## config.mk

```make
export PLATFORM = sky130hd
export DESIGN_NAME = rom_fetch
export DESIGN_NICKNAME = d
export VERILOG_FILES = /design/src/rtl/rom_fetch.sv
export SDC_FILE = /design/constraint.sdc
export NUM_CORES = 1
export LEC_CHECK = 0
export CAP_MARGIN = 30
export CORE_MARGIN = 3
export CORE_UTILIZATION = 54
export CTS_CLUSTER_DIAMETER = 80
export DETAILED_ROUTE_END_ITERATION = 12
export GPL_ROUTABILITY_DRIVEN = 0
export PLACE_DENSITY = 0.79
export SLEW_MARGIN = 10
export SYNTH_ARGS = -nofsm -noshare
export SYNTH_HDL_FRONTEND = slang
export SYNTH_SLANG_ARGS = --single-unit
```

## constraint.sdc

```tcl
create_clock -name clk -period 2.77 [get_ports clk]
set_input_delay 0.554 -clock clk [delete_from_list [all_inputs] [get_ports clk]]
set_output_delay 0.554 -clock clk [all_outputs]
set_load 0.01 [all_outputs]
```

## src/rtl/rom_fetch.sv

```systemverilog
// Byte-wide ROM read initiator: fetches 1-4 consecutive bytes and returns them
// as a little-endian word, aborting with err if the ROM stops answering.
module rom_fetch #(
    parameter int size_addr = 8,
    parameter int TIMEOUT   = 8
) (
    input  logic                 clk,
    input  logic                 rst_n,
    input  logic                 start,
    input  logic [size_addr-1:0] pc,
    input  logic [1:0]           len,
    output logic                 busy,
    output logic                 valid,
    output logic                 err,
    output logic [31:0]          word,
    output logic                 rom_read,
    output logic [size_addr-1:0] rom_address,
    input  logic                 rom_ready,
    input  logic [7:0]           rom_data
);

    typedef enum logic [1:0] {IDLE, READ, WAIT} state_t;

    state_t               state, state_d;
    logic [size_addr-1:0] pc_q, pc_d;
    logic [1:0]           len_q, len_d, idx_q, idx_d, nxt_idx;
    logic [7:0]           cnt_q, cnt_d;
    logic [31:0]          asm_q, asm_d, merged, word_d;
    logic                 valid_d, err_d, rom_read_d;
    logic [size_addr-1:0] rom_address_d;
    logic                 timeout_hit;

    assign nxt_idx     = idx_q + 2'd1;
    assign timeout_hit = (cnt_q + 8'd1) == 8'(TIMEOUT);

    always_comb begin
        merged = asm_q;
        merged[{idx_q, 3'b000} +: 8] = rom_data;
    end

    // State register; registered outputs take their next values from the output process.
    always_ff @(posedge clk or negedge rst_n) begin
        if (!rst_n) begin
            state       <= IDLE;
            pc_q        <= '0;
            len_q       <= '0;
            idx_q       <= '0;
            cnt_q       <= '0;
            asm_q       <= '0;
            busy        <= 1'b0;
            valid       <= 1'b0;
            err         <= 1'b0;
            word        <= '0;
            rom_read    <= 1'b0;
            rom_address <= '0;
        end else begin
            state       <= state_d;
            pc_q        <= pc_d;
            len_q       <= len_d;
            idx_q       <= idx_d;
            cnt_q       <= cnt_d;
            asm_q       <= asm_d;
            busy        <= (state_d != IDLE);
            valid       <= valid_d;
            err         <= err_d;
            word        <= word_d;
            rom_read    <= rom_read_d;
            rom_address <= rom_address_d;
        end
    end

    always_comb begin
        state_d = state;
        unique case (state)
            IDLE: if (start) state_d = READ;
            READ: state_d = WAIT;
            WAIT: begin
                // A ready byte takes priority over a timeout on the same edge.
                if (rom_ready)        state_d = (idx_q == len_q) ? IDLE : READ;
                else if (timeout_hit) state_d = IDLE;
            end
            default: state_d = IDLE;
        endcase
    end

    always_comb begin
        pc_d          = pc_q;
        len_d         = len_q;
        idx_d         = idx_q;
        cnt_d         = cnt_q;
        asm_d         = asm_q;
        word_d        = word;
        valid_d       = 1'b0;
        err_d         = 1'b0;
        rom_read_d    = 1'b0;
        rom_address_d = rom_address;
        unique case (state)
            IDLE: begin
                if (start) begin
                    pc_d          = pc;
                    len_d         = len;
                    idx_d         = '0;
                    asm_d         = '0;
                    rom_read_d    = 1'b1;
                    rom_address_d = pc;
                end
            end
            READ: cnt_d = '0;
            WAIT: begin
                if (rom_ready) begin
                    asm_d = merged;
                    if (idx_q == len_q) begin
                        word_d  = merged;
                        valid_d = 1'b1;
                    end else begin
                        idx_d         = nxt_idx;
                        rom_read_d    = 1'b1;
                        rom_address_d = pc_q + size_addr'(nxt_idx);
                    end
                end else begin
                    cnt_d = cnt_q + 8'd1;
                    err_d = timeout_hit;
                end
            end
            default: ;
        endcase
    end

endmodule

```

==> metrics.txt <==
total inserted antenna cells=0; CP max-delay cell=dfrtp_1; Mean Syn Cell Area=~11 um2; flop and latch count out of synthesis=98; Fin. Hold Viols=0; Core Rows=33; Synth Instances=around 440; clk root buf=clkbuf_8; Core Region=between 8000 and 9000 um2; Max FO, Critical Path=8; HP Class=input port to async pin; final period utilization=89.4%; largest net degree at the start of global routing=74; critical setup path kind=flip-flop to flip-flop; top post-synthesis cells by area=dfrtp_1 53%, a21oi_1 7.7%, a22o_1 6.9%; Die H=98.3 um; Crit. End Element=flip-flop; max-cap violations=0; outcome=finished clean; initial antenna violation count=0; DRC viols=0; most frequent cell after synthesis=dfrtp_1; Pleak=2.37 nW; Yosys top cell area share=53.3%; Post CTS Setup Buffer Count=0; Clock Sinks=98; asr flop ratio synth=100%; Max Root-Sink Buffers=2; CTS tree=yes; most frequent cells after synthesis=98 x dfrtp_1, 71 x a21oi_1, 40 x nor2_1; Cell Pwr Density=996 nW/um2; nets=522; Post-synth EDFFs=0; CTS buffer count=9; Slew @ Worst Pin=0.664 ns; setup violators final=0; # resized after CTS=0; Main synth FF type=dfrtp_1; post-synth top area cell=dfrtp_1; global-route wire length before repair=16400 um; Final min period=2.48 ns; GRT Total Usage=20.8%; clk slew on worst S/H paths=about 0.1 ns; Final ANT Viol Nets=0; # IOs=66; Die Footprint=slightly below 10000 um2; Vias per Instance=5.76; Cell variety after synth=a little over 50; Cell Area, Synth=4600 um2; placed instance count=585; Congestion Overflow GR=0; Crit path arrival time=2.73 ns; Fmax=404 MHz; Initial Util=between 50% and 60%; number of global-route vias before repair=3382; WL final=9640 um; synth warn=0; cell mode on critical path=ha_1; slew margin rel.=55.6%; setup_tns=0 ns; Worst EP required=3.02 ns; share of cells above drive strength 1=9.68%; Via Count=3459; CTS hold repair buffers=0; Synthesized Nets=between 400 and 500; register area share after synthesis=between 50 and 60%; # port buffers=65; Crit path largest cell delay=0.55 ns; Layout Skew=0.0164 ns; Layout area overhead=19.2%; worst skew pair latency=0.36 ns; DRT iter0 DRCs=220; DRT Pass-1 Iters=4; crit-path cells=inv_2, ha_1, ha_1, a21oi_1, or3_1, a31oi_1, mux2_2; worst vdd ir=between 500 and 600 uV; non-filler cells, final=approximately 600; H-tree depth=3; Setup crit start kind=flip-flop; dpl hpwl=6740 um; Die W=98.3 um; Slew Limit Fails=0; RSZ-0062 raised after global routing=false; Routed wire per std cell=16.0 um
==> final timing paths <==
| path | start | endpoint | slack (ns) | depth (start not counted) |
|---|---|---|---|---|
| setup reg to reg | idx_q[0] | rom_address[5] | 0.29 | 7 |
| max in group asynchronous | rst_n | idx_q[1] | 2.01 | 2 |
| hold reg to reg | asm_q[24] | asm_q[24] | 0.50 | 1 |
| hold / removal | rst_n | word[12] | 0.08 | 1 |
| setup / recovery | idx_q[0] | rom_address[5] | 0.29 | 7 |
| min in group clk | asm_q[24] | asm_q[24] | 0.50 | 1 |
==> cell usage in the layout, fill, tap and decap left out, drive strengths merged, types with 4 or more instances in the layout <==
| cell type | Yosys | layout |
|---|---|---|
| nand3 | 6 | 6 |
| and2 | 6 | 6 |
| ha | 8 | 8 |
| clkinv | 0 | 5 |
| nor3 | 4 | 4 |
| nor2 | 40 | 40 |
| nor2b | 31 | 31 |
| a32o | 4 | 4 |
| nand2 | 20 | 20 |
| buf | 23 | 8 |
| a21oi | 71 | 71 |
| nand2b | 4 | 4 |
| clkbuf | 7 | 10 |
| mux2 | 15 | 15 |
| dfrtp | 98 | 98 |
| or3 | 4 | 4 |
| o21ai | 14 | 14 |
| a22o | 36 | 36 |
| clkdlybuf4s50 | 0 | 64 |
| inv | 7 | 8 |
==> per-stage QoR <==
stage	worst slack, ns	power, mW	hold WS (ns)	util (%)	area (um2)
final	0.293	5.46	0.0813	66.4	5480
after global routing	0.123	5.86	0.0934	66.4	5480
after CTS	0.307	5.51	0.0832	66.4	5480
after detailed placement	0.354	4.68	0.474	64.3	5310
after global placement	0.508	4.59	0.474	64.3	5310
after floorplan	0.643	3.66	0.258	-	4600
==> kinds of logic after synthesis <==
logic type	after synthesis	synth area share [%]
xor gates and xnor gates	4	0.925
buffers and inverters	37	3.81
and+or+nand+nor	131	15.4
adders and majority gates	9	2.61
muxes	17	4.11
AOI/OAI and AO/OA	142	19.8
DFF	98	53.3
==> state kept, by name (all words and copies together), names as in the netlist <==
register / count
valid: 1
rom_read: 1
word: 32
busy: 1
idx_q: 2
len_q: 2
pc_q: 8
cnt_q: 8
rom_address: 8
state: 2
asm_q: 32
err: 1
==> worst max-delay path: cells and delay by family (launching register included) <==
| family | cells | cell delay (ns) |
|---|---|---|
| simple gates | 1 | 0.21 |
| fa+ha+maj | 2 | 0.75 |
| compound gates | 2 | 0.43 |
| buf+inv | 1 | 0.14 |
| mux | 1 | 0.30 |
| flops | 1 | 0.55 |
==> layer usage <==
layer	part of all wire, %	wire length [um]	GRT usage [%]	vias to the layer above
met5	0	0	0	-
met4	1.2	114	5.88	0
met3	4.3	418	3.43	13
met2	49	4740	35.1	85
met1	45	4360	27.9	1692
li1	-	-	-	1669
==> power by group <==
part | switching [mW] | internal, mW | total, mW | leakage [nW]
clock network | 0.485 | 0.329 | 0.813 | 0.0904
logic | 1.16 | 1.19 | 2.35 | 1.02
registers | 0.390 | 1.91 | 2.30 | 1.26
==> area by class of cell <==
class / count / area (um2)
Clock buffer: 10 / 128
Clock inverter: 6 / 41.3
Fill cell: 680 / 2780
Inverter: 7 / 26.3
Multi-Input combinational cell: 303 / 1980
Sequential cell: 98 / 2450
Tap cell: 105 / 131
Timing Repair Buffer: 72 / 726
Power figures use the tool's default switching activity.
